### src/rtl/mips_ctrl_pkg.sv
// Shared encodings for the multi-cycle MIPS control FSM: states, opcodes,
// datapath mux selects and the packed control word.
package mips_ctrl_pkg;

  localparam int OPW = 6;
  localparam int STW = 4;

  typedef enum logic [STW-1:0] {
    S_RESET    = 4'd0,
    S_FETCH    = 4'd1,
    S_DECODE   = 4'd2,
    S_MEMADR   = 4'd3,
    S_MEMRD    = 4'd4,
    S_MEMWB    = 4'd5,
    S_MEMWR    = 4'd6,
    S_RTYPE_EX = 4'd7,
    S_RTYPE_WB = 4'd8,
    S_BRANCH   = 4'd9,
    S_ADDI_EX  = 4'd10,
    S_ADDI_WB  = 4'd11,
    S_JUMP     = 4'd12
  } state_e;

  localparam logic [5:0] OP_RTYPE = 6'b000000;
  localparam logic [5:0] OP_LW    = 6'b100011;
  localparam logic [5:0] OP_SW    = 6'b101011;
  localparam logic [5:0] OP_BEQ   = 6'b000100;
  localparam logic [5:0] OP_ADDI  = 6'b001000;
  localparam logic [5:0] OP_J     = 6'b000010;

  localparam logic [1:0] ASB_B      = 2'b00;
  localparam logic [1:0] ASB_FOUR   = 2'b01;
  localparam logic [1:0] ASB_IMM    = 2'b10;
  localparam logic [1:0] ASB_IMM_SH = 2'b11;

  localparam logic [1:0] ALU_ADD   = 2'b00;
  localparam logic [1:0] ALU_SUB   = 2'b01;
  localparam logic [1:0] ALU_FUNCT = 2'b10;

  localparam logic [1:0] PCS_ALU    = 2'b00;
  localparam logic [1:0] PCS_ALUOUT = 2'b01;
  localparam logic [1:0] PCS_JUMP   = 2'b10;

  typedef struct packed {
    logic       pc_write;
    logic       pc_write_cond;
    logic       iord;
    logic       mem_read;
    logic       mem_write;
    logic       ir_write;
    logic       mem_to_reg;
    logic       reg_dst;
    logic       reg_write;
    logic       alu_src_a;
    logic [1:0] alu_src_b;
    logic [1:0] alu_op;
    logic [1:0] pc_src;
  } ctrl_t;

endpackage

### src/rtl/mips_ctrl_if.sv
// Control bundle between the multi-cycle FSM (master) and the datapath (slave).
interface mips_ctrl_if #(
  parameter int OPW = 6,
  parameter int STW = 4
);
  logic [OPW-1:0] opcode;
  logic           mem_ready;
  logic           pc_write;
  logic           pc_write_cond;
  logic           iord;
  logic           mem_read;
  logic           mem_write;
  logic           ir_write;
  logic           mem_to_reg;
  logic           reg_dst;
  logic           reg_write;
  logic           alu_src_a;
  logic [1:0]     alu_src_b;
  logic [1:0]     alu_op;
  logic [1:0]     pc_src;
  logic           illegal_op;
  logic [STW-1:0] state_dbg;

  modport master (
    input  opcode, mem_ready,
    output pc_write, pc_write_cond, iord, mem_read, mem_write, ir_write,
           mem_to_reg, reg_dst, reg_write, alu_src_a, alu_src_b, alu_op,
           pc_src, illegal_op, state_dbg
  );

  modport slave (
    output opcode, mem_ready,
    input  pc_write, pc_write_cond, iord, mem_read, mem_write, ir_write,
           mem_to_reg, reg_dst, reg_write, alu_src_a, alu_src_b, alu_op,
           pc_src, illegal_op, state_dbg
  );
endinterface

### src/rtl/mips_ctrl_outdec.sv
// Moore output decoder: maps the current FSM state to the raw control word.
module mips_ctrl_outdec
  import mips_ctrl_pkg::*;
(
  input  state_e state_i,
  output ctrl_t  ctrl_o
);

  always_comb begin
    // NOTE: every field defaults to 0 first so no path through the case infers a latch.
    ctrl_o = '0;
    unique case (state_i)
      S_FETCH: begin
        ctrl_o.mem_read  = 1'b1;
        ctrl_o.ir_write  = 1'b1;
        ctrl_o.pc_write  = 1'b1;
        ctrl_o.alu_src_b = ASB_FOUR;
        ctrl_o.alu_op    = ALU_ADD;
        ctrl_o.pc_src    = PCS_ALU;
      end
      S_DECODE: begin
        ctrl_o.alu_src_b = ASB_IMM_SH;
        ctrl_o.alu_op    = ALU_ADD;
      end
      S_MEMADR, S_ADDI_EX: begin
        ctrl_o.alu_src_a = 1'b1;
        ctrl_o.alu_src_b = ASB_IMM;
        ctrl_o.alu_op    = ALU_ADD;
      end
      S_MEMRD: begin
        ctrl_o.mem_read = 1'b1;
        ctrl_o.iord     = 1'b1;
      end
      S_MEMWB: begin
        ctrl_o.reg_write  = 1'b1;
        ctrl_o.mem_to_reg = 1'b1;
      end
      S_MEMWR: begin
        ctrl_o.mem_write = 1'b1;
        ctrl_o.iord      = 1'b1;
      end
      S_RTYPE_EX: begin
        ctrl_o.alu_src_a = 1'b1;
        ctrl_o.alu_src_b = ASB_B;
        ctrl_o.alu_op    = ALU_FUNCT;
      end
      S_RTYPE_WB: begin
        ctrl_o.reg_write = 1'b1;
        ctrl_o.reg_dst   = 1'b1;
      end
      S_BRANCH: begin
        ctrl_o.alu_src_a     = 1'b1;
        ctrl_o.alu_src_b     = ASB_B;
        ctrl_o.alu_op        = ALU_SUB;
        ctrl_o.pc_write_cond = 1'b1;
        ctrl_o.pc_src        = PCS_ALUOUT;
      end
      S_ADDI_WB: ctrl_o.reg_write = 1'b1;
      S_JUMP: begin
        ctrl_o.pc_write = 1'b1;
        ctrl_o.pc_src   = PCS_JUMP;
      end
      default: ctrl_o = '0;
    endcase
  end

endmodule

### src/rtl/mips_multicycle_ctrl.sv
// Main control FSM of the multi-cycle MIPS: state register, opcode-driven
// next-state logic and the mem_ready gating of the fetch strobes.
module mips_multicycle_ctrl
  import mips_ctrl_pkg::*;
#(
  parameter int OPW = 6,
  parameter int STW = 4
) (
  input  logic           clk,
  input  logic           rst,
  mips_ctrl_if.master    ctl
);

  state_e     state_q, state_d;
  ctrl_t      raw_ctrl;
  logic       illegal_d;
  logic       fetch_gate;
  logic [5:0] op;

  assign op = 6'(ctl.opcode);

  // NOTE: state uses non-blocking assignment; the async reset drops outputs to 0 without waiting for clk.
  always_ff @(posedge clk or posedge rst) begin
    if (rst) state_q <= S_RESET;
    else     state_q <= state_d;
  end

  always_comb begin
    state_d   = state_q;
    illegal_d = 1'b0;
    case (state_q)
      S_RESET:  state_d = S_FETCH;
      S_FETCH:  if (ctl.mem_ready) state_d = S_DECODE;
      S_DECODE: begin
        case (op)
          OP_RTYPE:     state_d = S_RTYPE_EX;
          OP_LW, OP_SW: state_d = S_MEMADR;
          OP_BEQ:       state_d = S_BRANCH;
          OP_ADDI:      state_d = S_ADDI_EX;
          OP_J:         state_d = S_JUMP;
          default: begin
            state_d   = S_FETCH;
            illegal_d = 1'b1;
          end
        endcase
      end
      S_MEMADR:   state_d = (op == OP_SW) ? S_MEMWR : S_MEMRD;
      S_MEMRD:    if (ctl.mem_ready) state_d = S_MEMWB;
      S_MEMWR:    if (ctl.mem_ready) state_d = S_FETCH;
      S_RTYPE_EX: state_d = S_RTYPE_WB;
      S_ADDI_EX:  state_d = S_ADDI_WB;
      S_MEMWB, S_RTYPE_WB, S_ADDI_WB, S_BRANCH, S_JUMP: state_d = S_FETCH;
      default:    state_d = S_RESET;
    endcase
  end

  mips_ctrl_outdec u_outdec (
    .state_i (state_q),
    .ctrl_o  (raw_ctrl)
  );

  // IR and PC load only in the fetch cycle that actually returns the instruction.
  assign fetch_gate = (state_q == S_FETCH) ? ctl.mem_ready : 1'b1;

  assign ctl.pc_write      = raw_ctrl.pc_write & fetch_gate;
  assign ctl.ir_write      = raw_ctrl.ir_write & fetch_gate;
  assign ctl.pc_write_cond = raw_ctrl.pc_write_cond;
  assign ctl.iord          = raw_ctrl.iord;
  assign ctl.mem_read      = raw_ctrl.mem_read;
  assign ctl.mem_write     = raw_ctrl.mem_write;
  assign ctl.mem_to_reg    = raw_ctrl.mem_to_reg;
  assign ctl.reg_dst       = raw_ctrl.reg_dst;
  assign ctl.reg_write     = raw_ctrl.reg_write;
  assign ctl.alu_src_a     = raw_ctrl.alu_src_a;
  assign ctl.alu_src_b     = raw_ctrl.alu_src_b;
  assign ctl.alu_op        = raw_ctrl.alu_op;
  assign ctl.pc_src        = raw_ctrl.pc_src;
  assign ctl.illegal_op    = illegal_d;
  assign ctl.state_dbg     = STW'(state_q);

endmodule

### src/flat_wrapper.sv
// flat-port wrapper written by rule: the top's interface ports become plain ports
module mips_multicycle_ctrl_flat import mips_ctrl_pkg::*;
#(
  parameter int OPW = 6,
  parameter int STW = 4
)
  (clk, rst, ctl_opcode, ctl_mem_ready, ctl_pc_write, ctl_pc_write_cond, ctl_iord, ctl_mem_read, ctl_mem_write, ctl_ir_write, ctl_mem_to_reg, ctl_reg_dst, ctl_reg_write, ctl_alu_src_a, ctl_alu_src_b, ctl_alu_op, ctl_pc_src, ctl_illegal_op, ctl_state_dbg);
  mips_ctrl_if #(.OPW(OPW), .STW(STW)) ctl_i ();
  input  logic clk;
  input  logic rst;
  input wire logic [$bits(ctl_i.opcode)-1:0] ctl_opcode;
  input wire logic [$bits(ctl_i.mem_ready)-1:0] ctl_mem_ready;
  output wire logic [$bits(ctl_i.pc_write)-1:0] ctl_pc_write;
  output wire logic [$bits(ctl_i.pc_write_cond)-1:0] ctl_pc_write_cond;
  output wire logic [$bits(ctl_i.iord)-1:0] ctl_iord;
  output wire logic [$bits(ctl_i.mem_read)-1:0] ctl_mem_read;
  output wire logic [$bits(ctl_i.mem_write)-1:0] ctl_mem_write;
  output wire logic [$bits(ctl_i.ir_write)-1:0] ctl_ir_write;
  output wire logic [$bits(ctl_i.mem_to_reg)-1:0] ctl_mem_to_reg;
  output wire logic [$bits(ctl_i.reg_dst)-1:0] ctl_reg_dst;
  output wire logic [$bits(ctl_i.reg_write)-1:0] ctl_reg_write;
  output wire logic [$bits(ctl_i.alu_src_a)-1:0] ctl_alu_src_a;
  output wire logic [$bits(ctl_i.alu_src_b)-1:0] ctl_alu_src_b;
  output wire logic [$bits(ctl_i.alu_op)-1:0] ctl_alu_op;
  output wire logic [$bits(ctl_i.pc_src)-1:0] ctl_pc_src;
  output wire logic [$bits(ctl_i.illegal_op)-1:0] ctl_illegal_op;
  output wire logic [$bits(ctl_i.state_dbg)-1:0] ctl_state_dbg;
  assign ctl_i.opcode = ctl_opcode;
  assign ctl_i.mem_ready = ctl_mem_ready;
  assign ctl_pc_write = ctl_i.pc_write;
  assign ctl_pc_write_cond = ctl_i.pc_write_cond;
  assign ctl_iord = ctl_i.iord;
  assign ctl_mem_read = ctl_i.mem_read;
  assign ctl_mem_write = ctl_i.mem_write;
  assign ctl_ir_write = ctl_i.ir_write;
  assign ctl_mem_to_reg = ctl_i.mem_to_reg;
  assign ctl_reg_dst = ctl_i.reg_dst;
  assign ctl_reg_write = ctl_i.reg_write;
  assign ctl_alu_src_a = ctl_i.alu_src_a;
  assign ctl_alu_src_b = ctl_i.alu_src_b;
  assign ctl_alu_op = ctl_i.alu_op;
  assign ctl_pc_src = ctl_i.pc_src;
  assign ctl_illegal_op = ctl_i.illegal_op;
  assign ctl_state_dbg = ctl_i.state_dbg;
  mips_multicycle_ctrl #(.OPW(OPW), .STW(STW)) u_core (.clk(clk), .rst(rst), .ctl(ctl_i));
endmodule
### config.mk
export PLATFORM = sky130hd
export DESIGN_NAME = mips_multicycle_ctrl_flat
export DESIGN_NICKNAME = d
export VERILOG_FILES = /design/src/rtl/mips_ctrl_pkg.sv /design/src/rtl/mips_ctrl_if.sv /design/src/rtl/mips_ctrl_outdec.sv /design/src/rtl/mips_multicycle_ctrl.sv /design/src/flat_wrapper.sv
export SDC_FILE = /design/constraint.sdc
export NUM_CORES = 1
export LEC_CHECK = 0
export CORE_MARGIN = 1
export CORE_UTILIZATION = 38
export CTS_BUF_LIST = sky130_fd_sc_hd__clkbuf_8 sky130_fd_sc_hd__clkbuf_16
export DETAILED_ROUTE_END_ITERATION = 8
export GPL_TIMING_DRIVEN = 0
export PLACE_DENSITY = 0.77
export SYNTH_ARGS = -nofsm -noshare
export SYNTH_HDL_FRONTEND = slang
export SYNTH_HIERARCHICAL = 1
export SYNTH_SLANG_ARGS = --single-unit
### constraint.sdc
create_clock -name clk -period 1.7 [get_ports clk]
set_clock_uncertainty 0.2 [all_clocks]
set_input_delay 0.34 -clock clk [delete_from_list [all_inputs] [get_ports clk]]
set_output_delay 0.34 -clock clk [all_outputs]
set_load 0.05 [all_outputs]
==> results.json, run 1 <==
{
  "post-place-ws_ns": -1.218,
  "status": "stopped before the end",
  "error_line": "[ERROR DPL-0038] Utilization greater than 100%, impossible to legalize",
  "synth.cell_area_um2": 579.3,
  "synth_cell_types": 34,
  "num_rows": 13,
  "haltStage": "clock tree synthesis (4_1_cts)",
  "ys_async_sr_fraction_pct": 100.0,
  "hpwl_um": 1315,
  "syn_inst": 81,
  "dp_cells": 125,
  "syn_nets": 90,
  "cts_repair_resize_count": 167,
  "avgSynthCellArea_um2": 7.152,
  "seq_area_frac_synth_pct": 17.28,
  "dieHeight_um": 41.05,
  "synth-edff-count": 0,
  "ios": 30,
  "postCtsSetupRepairBufs": 20,
  "ctsHtreeMaxLevel": 1,
  "yosysWarnings": 6,
  "hold_buffers": 0,
  "synth_ff_type": "dfrtp_1",
  "start_util_pct": 42.40,
  "place.gp.congestion": 0.7039,
  "clkSinkCount": 4,
  "cts.path.max_buffers": 2,
  "numCtsBuffers": 3,
  "die_x_um": 41.05,
  "portBuffers": 29,
  "ys_ff_latch": 4,
  "clockRootBuffer": "clkbuf_8"
}
[through the flow]
stage	setup TNS, ns	area (µm²)
after detailed placement	-12.27	1127
after global placement	-11.93	1127
after floorplan	-3.733	818.3
[synthesized netlist by cell type (2+ instances only)]
| library cell | n | area share, % |
|---|---|---|
| nor3_1 | 9 | 7.8 |
| nand3b_1 | 2 | 2.6 |
| o21ai_0 | 4 | 3.5 |
| xnor2_1 | 2 | 3.0 |
| nand2b_1 | 3 | 3.2 |
| nor2b_1 | 3 | 3.2 |
| a21oi_1 | 5 | 4.3 |
| nand3_1 | 2 | 1.7 |
| nor4b_2 | 2 | 5.2 |
| xor2_1 | 3 | 4.5 |
| inv_1 | 2 | 1.3 |
| nand2_1 | 5 | 3.2 |
| or3b_1 | 2 | 3.0 |
| buf_2 | 6 | 5.2 |
| o22ai_1 | 2 | 2.2 |
| nor2_1 | 8 | 5.2 |
| dfrtp_1 | 4 | 17 |
[kinds of logic after synthesis]
family	share of synthesized area, %
xor gates and xnor gates	7.561
buffers and inverters	10.37
and+or+nand+nor	42.34
DFF	17.28
AOI/OAI and AO/OA	22.46
==> run 2, diff against run 1 <==
- CORE_AREA: default -> 2 2 63 65
- CORE_MARGIN: 1 -> default
- CORE_UTILIZATION: 38 -> default
- CTS_BUF_LIST: sky130_fd_sc_hd__clkbuf_8 sky130_fd_sc_hd__clkbuf_16 -> default
- DIE_AREA: default -> 0 0 65 67
- PLACE_DENSITY: 0.77 -> default
- PLACE_DENSITY_LB_ADDON: default -> 0.15
==> run 2 against run 1 <==
Synthesized cell count stayed put; area after synthesis stayed put; the flow now finishes, with violations (setup timing).
==> results.json, run 2 <==
{
  "status": "finished with violations",
  "violations": "setup timing",
  "vias_per_cell": 4.340,
  "worst_hold_slack_ns": 0.1125,
  "synthTopCellsByCount": "nor3_1 (9), nor2_1 (8), buf_2 (6)",
  "crit_buf_inv": 2,
  "coreArea_um2": 3606,
  "maxCapViolations": 0,
  "layout_common_cells": "buf_6 (33), buf_4 (14), buf_8 (8), nor2_4 (7)",
  "ys_ff_latch": 4,
  "start_util_pct": 16.07,
  "crit_cells": 5,
  "yosysWarnings": 6,
  "post-place-ws_ns": -1.215,
  "synth-edff-count": 0,
  "num_vias": 855,
  "final_common_cell": "buf_6",
  "p_per_area_nw_per_um2": 1858,
  "critPathLaunch": "u_core/ctl.state_dbg[2]$_DFFE_PP0P_",
  "ys_async_sr_fraction_pct": 100.0,
  "ios": 30,
  "clkSinkCount": 4,
  "yosysMostFrequentCell": "nor3_1",
  "end_kind": "primary output",
  "final-hold-violation-count": 0,
  "syn_inst": 81,
  "synth.cell_area_um2": 579.3,
  "drc": 0,
  "clockRootBuffer": "clkbuf_8",
  "cts_tree": "yes",
  "grt_max_degree": 11,
  "netSwitchingFraction_pct": 48.65,
  "yosysTopAreaCell": "dfrtp_1",
  "fin_nets": 160,
  "maxSlewViolCount": 0,
  "pwr-share-comb_pct": 88.4,
  "die_x_um": 65,
  "largest_reg_flops": 4,
  "slowest_stage": "dfrtp_2",
  "rsz0062_at_grt": "yes",
  "place.gp.congestion": 0.7869,
  "dieHeight_um": 67,
  "grt_pass1_wl_um": 3808,
  "ir_drop_uv": 796.4,
  "antenna_found_initial": 0,
  "stdcell_count": 197,
  "clk_latency_ns": 0.22,
  "avgSynthCellArea_um2": 7.152,
  "area_growth_pct": 194.0,
  "critPathMaxFanout": 5,
  "critical_path.cell_chain": "buf_8 -> or3b_1 -> a21oi_2 -> nor2b_4 -> buf_6",
  "dp_cells": 158,
  "drt-initial-drc-count": 11,
  "drt_pass1_iterations": 4,
  "p_seq_share_pct": 5.3,
  "synth_ff_type": "dfrtp_1",
  "fmaxAchievable_mhz": 473.7,
  "worst-endpoint-required_ns": 1.16,
  "synth_cell_types": 34,
  "placed_area_um2": 1169,
  "die-area_um2": 4355,
  "finalWorstSetupSlack_ns": -0.4109,
  "post-route-min-period_ns": 2.111,
  "ctsHtreeMaxLevel": 1,
  "cp.arrival_ns": 1.57,
  "final_area_um2": 1703,
  "p_int_mw": 1.625,
  "wirelength_um": 2411,
  "wl_per_cell_um": 12.24,
  "timing.final.crit_share_pct": 124.2,
  "overflow": 0,
  "worst_path_dominant_cell_family": "simple AND/OR/NAND/NOR gates",
  "ys_top_cells_by_area": "dfrtp_1 (17%), nor3_1 (7.8%), buf_2 (5.2%)",
  "syn_nets": 90,
  "hold_buffers": 0,
  "antenna_cells": 0,
  "portBuffers": 29,
  "synth.top_cell.area_share_pct": 17.28,
  "p_sw_mw": 1.539,
  "layout-drive-gt1-share_pct": 71.14,
  "cp-start-kind": "register",
  "setup_viol": 17,
  "slew_headroom_pct": 67.80,
  "num_rows": 22,
  "ant_nets": 0,
  "cts.path.max_buffers": 2,
  "hold_class": "in2async",
  "seq_area_frac_synth_pct": 17.28,
  "r2r-start": "u_core/ctl.state_dbg[2]$_DFFE_PP0P_",
  "numCtsBuffers": 3,
  "worst_pin_slew_ns": 0.4849,
  "r2r_cells": 7,
  "clk_pin_slew_ns": 0.03,
  "hpwl_um": 1416,
  "critPathMaxStageDelay_ns": 0.40,
  "p_leak_nw": 0.7155,
  "crit_type": "reg2out",
  "grt_pass1_vias": 843,
  "clkPwrFrac_pct": 6.2,
  "track_usage_pct": 11.19
}
[run 2: cells by family after synthesis]
group	Yosys count	synth area share, %
buffers and inverters	11	10.37
DFF	4	17.28
and+or+nand+nor	41	42.34
xor gates and xnor gates	5	7.561
AOI/OAI and AO/OA	20	22.46
[run 2: cell type report]
type                    instances  area, µm²
well taps                      48      60.06
flip-flops and latches          4      105.1
multi-input cells              66      671.9
inverters                       2      7.507
fillers                       354       1903
repair buffers                 65      694.4
plain buffers                   9      122.6
clock buffers                   3      41.29
[run 2: final timing paths]
path                                                       end  slack (ns)
setup / recovery                                  ctl_pc_write       -0.41
hold / removal             u_core/ctl.state_dbg[0]$_DFFE_PP0P_        0.11
setup reg to reg           u_core/ctl.state_dbg[0]$_DFFE_PP0P_        0.01
hold reg to reg            u_core/ctl.state_dbg[2]$_DFFE_PP0P_        0.51
max in group asynchronous  u_core/ctl.state_dbg[1]$_DFFE_PP0P_        1.01
min in group clk           u_core/ctl.state_dbg[1]$_DFFE_PP0P_        0.31
[run 2: power groups by stage]
stage,logic (mW),registers (mW),clock network [mW]
floorplan,1.43,0.282,0
global placement,1.98,0.180,0
detailed placement,1.98,0.178,0
CTS,2.58,0.169,0.204
global route,2.94,0.173,0.210
finish,2.80,0.169,0.198
[run 2: repair_timing]
item	4_1_cts	5_1_grt
pin swaps	8	14
setup endpoints to repair	21	21
setup buffers	27	11
resized for setup	162	25
[run 2: metrics by stage]
step                TNS [ns]  util (%)  total power, mW
floorplan             -3.733         -            1.710
global placement      -12.46     32.41            2.161
detailed placement    -12.41     32.41            2.160
CTS                   -4.185     42.85            2.955
global route          -5.145     47.22            3.323
finish                -4.202     47.22            3.164
[run 2: per-layer routing]
metal	global-route usage (%)	wire [µm]	up-vias
met3	2.703	108	0
li1	-	-	427
met5	0	0	-
met4	1.596	0	0
met1	13.25	923	405
met2	20.75	1379	23
Note: power is estimated with default switching activity, not from simulation.
==> run 3, diff against run 2 <==
- GPL_ROUTABILITY_DRIVEN: default -> 0
- RECOVER_POWER: default -> 100
==> run 3 against run 2 <==
The run still ends with setup timing left; combinational power about the same; final cell count unchanged; utilization down 0.17 points; sequential cell count unchanged; maximum frequency about the same; critical path depth unchanged; register-to-register slack about the same; hold slack better by 0.14 ns; critical endpoint unchanged; largest cell class unchanged.
==> results.json, run 3 (synthesis results as in run 2) <==
{
  "fillers": 357,
  "post-place-ws_ns": -1.215,
  "post-route-min-period_ns": 2.111,
  "die_x_um": 65,
  "ir_drop_uv": 796.0,
  "wl_per_cell_um": 12.23,
  "final_common_cell": "buf_6",
  "portBuffers": 29,
  "drc": 0,
  "clk_pin_slew_ns": 0.03,
  "crit_type": "reg2out",
  "ios": 30,
  "hold_buffers": 0,
  "end_kind": "primary output",
  "timing.final.crit_share_pct": 124.2,
  "start_util_pct": 16.07,
  "vias_per_cell": 4.310,
  "cts_tree": "yes",
  "r2r_cells": 7,
  "p_leak_nw": 0.7147,
  "grt_pass1_wl_um": 3808,
  "antenna_cells": 0,
  "ant_nets": 0,
  "dieHeight_um": 67,
  "layout-drive-gt1-share_pct": 70.47,
  "layout_common_cells": "buf_6 (33), buf_4 (13), buf_8 (8), nor2_4 (7)",
  "drt-initial-drc-count": 15,
  "slew_headroom_pct": 67.81,
  "setup_viol": 17,
  "endpoint": "ctl_pc_write",
  "maxSlewViolCount": 0,
  "num_vias": 849,
  "grt_max_degree": 11,
  "ctsHtreeMaxLevel": 1,
  "multi_input_area_um2": 668.1,
  "critPathLaunch": "u_core/ctl.state_dbg[2]$_DFFE_PP0P_",
  "clk_latency_ns": 0.22,
  "hpwl_um": 1416,
  "antenna_found_initial": 0,
  "worst-r2r-setup-slack_ns": 0.01,
  "final-hold-violation-count": 0,
  "worst_pin_slew_ns": 0.4847,
  "rsz0062_at_grt": "yes",
  "drt_pass1_iterations": 4,
  "numCtsBuffers": 3,
  "cp-start-kind": "register",
  "clockRootBuffer": "clkbuf_8",
  "grt_pass1_vias": 843,
  "violations": "setup timing",
  "fmaxAchievable_mhz": 473.8,
  "r2r-start": "u_core/ctl.state_dbg[2]$_DFFE_PP0P_",
  "rr_endpoint": "u_core/ctl.state_dbg[0]$_DFFE_PP0P_",
  "cp.arrival_ns": 1.57,
  "area_growth_pct": 192.9,
  "clkSinkCount": 4,
  "fin_nets": 160,
  "register_area_um2": 105.1,
  "wirelength_um": 2409,
  "coreArea_um2": 3606,
  "largest_reg_flops": 4,
  "die-area_um2": 4355,
  "finalWorstSetupSlack_ns": -0.4107,
  "overflow": 0,
  "maxCapViolations": 0,
  "cts.path.max_buffers": 2,
  "num_rows": 22,
  "p_per_area_nw_per_um2": 1858,
  "worst-endpoint-required_ns": 1.16,
  "finalPower_mw": 3.152,
  "status": "finished with violations",
  "hold_class": "in2async",
  "track_usage_pct": 11.19,
  "critPathMaxFanout": 5
}
[run 3: cell count changes in the layout (fill, tap and decap cells not counted)]
cell / delta
a21boi_0: +1
a21boi_1: -1
a21oi_1: +1
a21oi_2: -1
buf_4: -1
clkbuf_2: +1
clkdlybuf4s50_1: -1
dlygate4sd3_1: +1
[run 3: worst min path at each step]
stage	cells past startpoint	from	end
2_1_floorplan	1	rst	u_core/ctl.state_dbg[0]$_DFFE_PP0P_
3_3_place_gp	2	rst	u_core/ctl.state_dbg[2]$_DFFE_PP0P_
3_5_place_dp	2	rst	u_core/ctl.state_dbg[0]$_DFFE_PP0P_
4_1_cts	2	rst	u_core/ctl.state_dbg[0]$_DFFE_PP0P_
5_1_grt	2	rst	u_core/ctl.state_dbg[0]$_DFFE_PP0P_
6_report	2	rst	u_core/ctl.state_dbg[0]$_DFFE_PP0P_
[run 3: per-layer routing]
layer	routed length (µm)	GRT usage [%]	vias up	part of all wire (%)
met5	0	0	-	0
met4	0	1.596	0	0
met3	109	2.703	0	4.5
met2	1364	20.75	25	57
met1	935	13.25	396	39
li1	-	-	428	-
[run 3: timing repair]
| action | CTS | global route |
|---|---|---|
| resized for setup | 162 | 25 |
| cloned | 0 | 0 |
| setup buffers | 27 | 11 |
| setup endpoints to repair | 21 | 21 |
| pin swaps | 8 | 14 |
[run 3: through the flow]
| step | hold slack [ns] | cell area [µm²] | instances | utilization (%) | setup TNS (ns) |
|---|---|---|---|---|---|
| 2_1_floorplan | -0.09387 | 818.3 | 81 | - | -3.733 |
| 3_3_place_gp | 0.3287 | 1169 | 158 | 32.41 | -12.46 |
| 3_5_place_dp | 0.3490 | 1169 | 158 | 32.41 | -12.41 |
| 4_1_cts | 0.1183 | 1545 | 188 | 42.85 | -4.185 |
| 5_1_grt | 0.2681 | 1697 | 197 | 47.05 | -5.171 |
| 6_report | 0.2498 | 1697 | 197 | 47.05 | -4.208 |
[run 3: final cells by class]
type	instances	share of cell area (%)
Multi-Input combinational cell	66	39.38
Tap cell	48	3.540
Buffer	9	7.227
Sequential cell	4	6.195
Inverter	2	0.4425
Clock buffer	3	2.434
Timing Repair Buffer	65	40.78
[run 3: critical path, stage by stage, from the launching register on]
cell and delay [ns]:
dfrtp_2 0.40, buf_8 0.13, or3b_1 0.39, a21oi_2 0.12
nor2b_4 0.15, buf_6 0.16
[run 3: power breakdown]
part	switching [mW]	internal, mW
clock network	0.0468	0.151
logic	1.46	1.33
registers	0.0343	0.134
==> run 4, diff against run 3 <==
- REMOVE_ABC_BUFFERS: default -> 1
- SLEW_MARGIN: default -> 40
==> run 4 against run 3 <==
The run still ends with setup timing left; final cell count shrank 9.6%; global-route usage grew 0.12 points; first-iteration DRC count grew to 2.9 times the previous value; largest power group unchanged.
==> results.json, run 4 (synthesis results as in run 2) <==
{
  "status": "finished with violations",
  "violations": "setup timing",
  "num_vias": 800,
  "fmaxAchievable_mhz": 476.0,
  "cts_tree": "yes",
  "wl_per_cell_um": 14.04,
  "die_x_um": 65,
  "slew_headroom_pct": 68.10,
  "rsz0062_at_grt": "yes",
  "final_common_cell": "buf_6",
  "overflow": 0,
  "setup_viol": 18,
  "ir_drop_uv": 601.0,
  "met3WireLength_um": 90,
  "antenna_cells": 0,
  "drc": 0,
  "clk_pin_slew_ns": 0.03,
  "drt-initial-drc-count": 43,
  "hold_buffers": 0,
  "critPathMaxFanout": 4,
  "tns_ns": -3.628,
  "dieHeight_um": 67,
  "route.met2.wl_um": 1393,
  "rr_endpoint": "u_core/ctl.state_dbg[1]$_DFFE_PP0P_",
  "dp_cells": 149,
  "worst_hold_slack_ns": 0.2514,
  "cts.path.max_buffers": 2,
  "clk_latency_ns": 0.21,
  "clkSinkCount": 4,
  "finalWorstSetupSlack_ns": -0.4010,
  "maxSlewViolCount": 0,
  "final-hold-violation-count": 0,
  "p_leak_nw": 0.5594,
  "end_kind": "primary output",
  "vias_per_cell": 4.494,
  "placed_area_um2": 877.1,
  "clockRootBuffer": "clkbuf_8",
  "largest_reg_flops": 4,
  "endpoint": "ctl_pc_write",
  "crit_type": "reg2out",
  "r2r-start": "u_core/ctl.state_dbg[1]$_DFFE_PP0P_",
  "fin_nets": 141,
  "ios": 30,
  "timing.final.crit_share_pct": 123.6,
  "post-route-min-period_ns": 2.101,
  "fin_util_pct": 37.51,
  "num_rows": 22,
  "top_layer_used": "met3",
  "grt_max_degree": 12,
  "cp-start-kind": "register",
  "drt-met1-wl_um": 1015,
  "stdcell_count": 178,
  "grt_pass1_vias": 755,
  "ant_nets": 0,
  "grt_pass1_wl_um": 3815,
  "area_growth_pct": 133.5,
  "fillers": 374,
  "post-place-ws_ns": -1.302,
  "critPathLaunch": "u_core/ctl.state_dbg[0]$_DFFE_PP0P_",
  "worst_pin_slew_ns": 0.4804,
  "hpwl_um": 1257,
  "ctsHtreeMaxLevel": 1,
  "start_util_pct": 16.07,
  "layout_common_cells": "buf_6 (21), buf_4 (18), dlygate4sd2_1 (6), nor3_1 (5), nor2_4 (5)",
  "maxCapViolations": 0,
  "finalPower_mw": 2.635,
  "final_area_um2": 1353,
  "r2r_cells": 6,
  "drt_pass1_iterations": 4,
  "portBuffers": 29,
  "worst-r2r-setup-slack_ns": 0.02,
  "die-area_um2": 4355,
  "coreArea_um2": 3606,
  "cp.arrival_ns": 1.56,
  "layout-drive-gt1-share_pct": 65.38,
  "numCtsBuffers": 3,
  "worst-endpoint-required_ns": 1.16,
  "wirelength_um": 2500,
  "p_per_area_nw_per_um2": 1948,
  "track_usage_pct": 11.32,
  "hold_class": "in2async",
  "antenna_found_initial": 0
}
-- run 4: cell types whose count changed in the layout (fill, tap and decap cells not counted), sizes merged --
cell,change
clkbuf,-3
dlygate4sd2,+2
buf,-14
clkdlybuf4s15,-3
dlymetal6s2s,-1
-- run 4: timing repair --
item | 4_1_cts | 5_1_grt
setup endpoints to repair | 24 | 21
pin swaps | 6 | 10
buffers inserted | 19 | 9
gates resized for setup | 174 | 40
-- run 4: where the power goes --
| group | total, mW | leakage [nW] | internal, mW | switching [mW] |
|---|---|---|---|---|
| combinational | 2.24 | 0.492 | 0.943 | 1.30 |
| sequential | 0.202 | 0.0457 | 0.142 | 0.0601 |
| clock | 0.193 | 0.0216 | 0.150 | 0.0429 |
-- run 4: critical path: stages, from the launching register on --
cell,delay [ns]
dfrtp_4,0.41
buf_6,0.12
or3b_4,0.38
a21oi_2,0.13
nor2b_4,0.15
buf_6,0.16
-- run 4: metal layers --
metal / vias to the layer above / GRT usage [%]
li1: 388 / -
met1: 394 / 14.39
met2: 18 / 20.23
met3: 0 / 1.014
met4: 0 / 3.191
met5: - / 0
-- run 4: cell type report --
type,count,area (µm²),area share [%]
multi-input combinational,66,603.1,44.59
timing repair buffer,55,530.5,39.22
sequential,4,110.1,8.141
tap,48,60.06,4.440
clock buffer,3,41.29,3.053
inverter,2,7.507,0.5550
-- run 4: how the worst min path moves through the flow --
stage                     start                             endpoint  slack (ns)  depth (start not counted)
after floorplan             rst  u_core/ctl.state_dbg[0]$_DFFE_PP0P_       -0.09                          1
after global placement      rst  u_core/ctl.state_dbg[3]$_DFFE_PP0P_        0.33                          2
after detailed placement    rst  u_core/ctl.state_dbg[1]$_DFFE_PP0P_        0.34                          2
after CTS                   rst  u_core/ctl.state_dbg[3]$_DFFE_PP0P_        0.11                          2
after global routing        rst  u_core/ctl.state_dbg[3]$_DFFE_PP0P_        0.26                          2
final                       rst  u_core/ctl.state_dbg[3]$_DFFE_PP0P_        0.25                          2
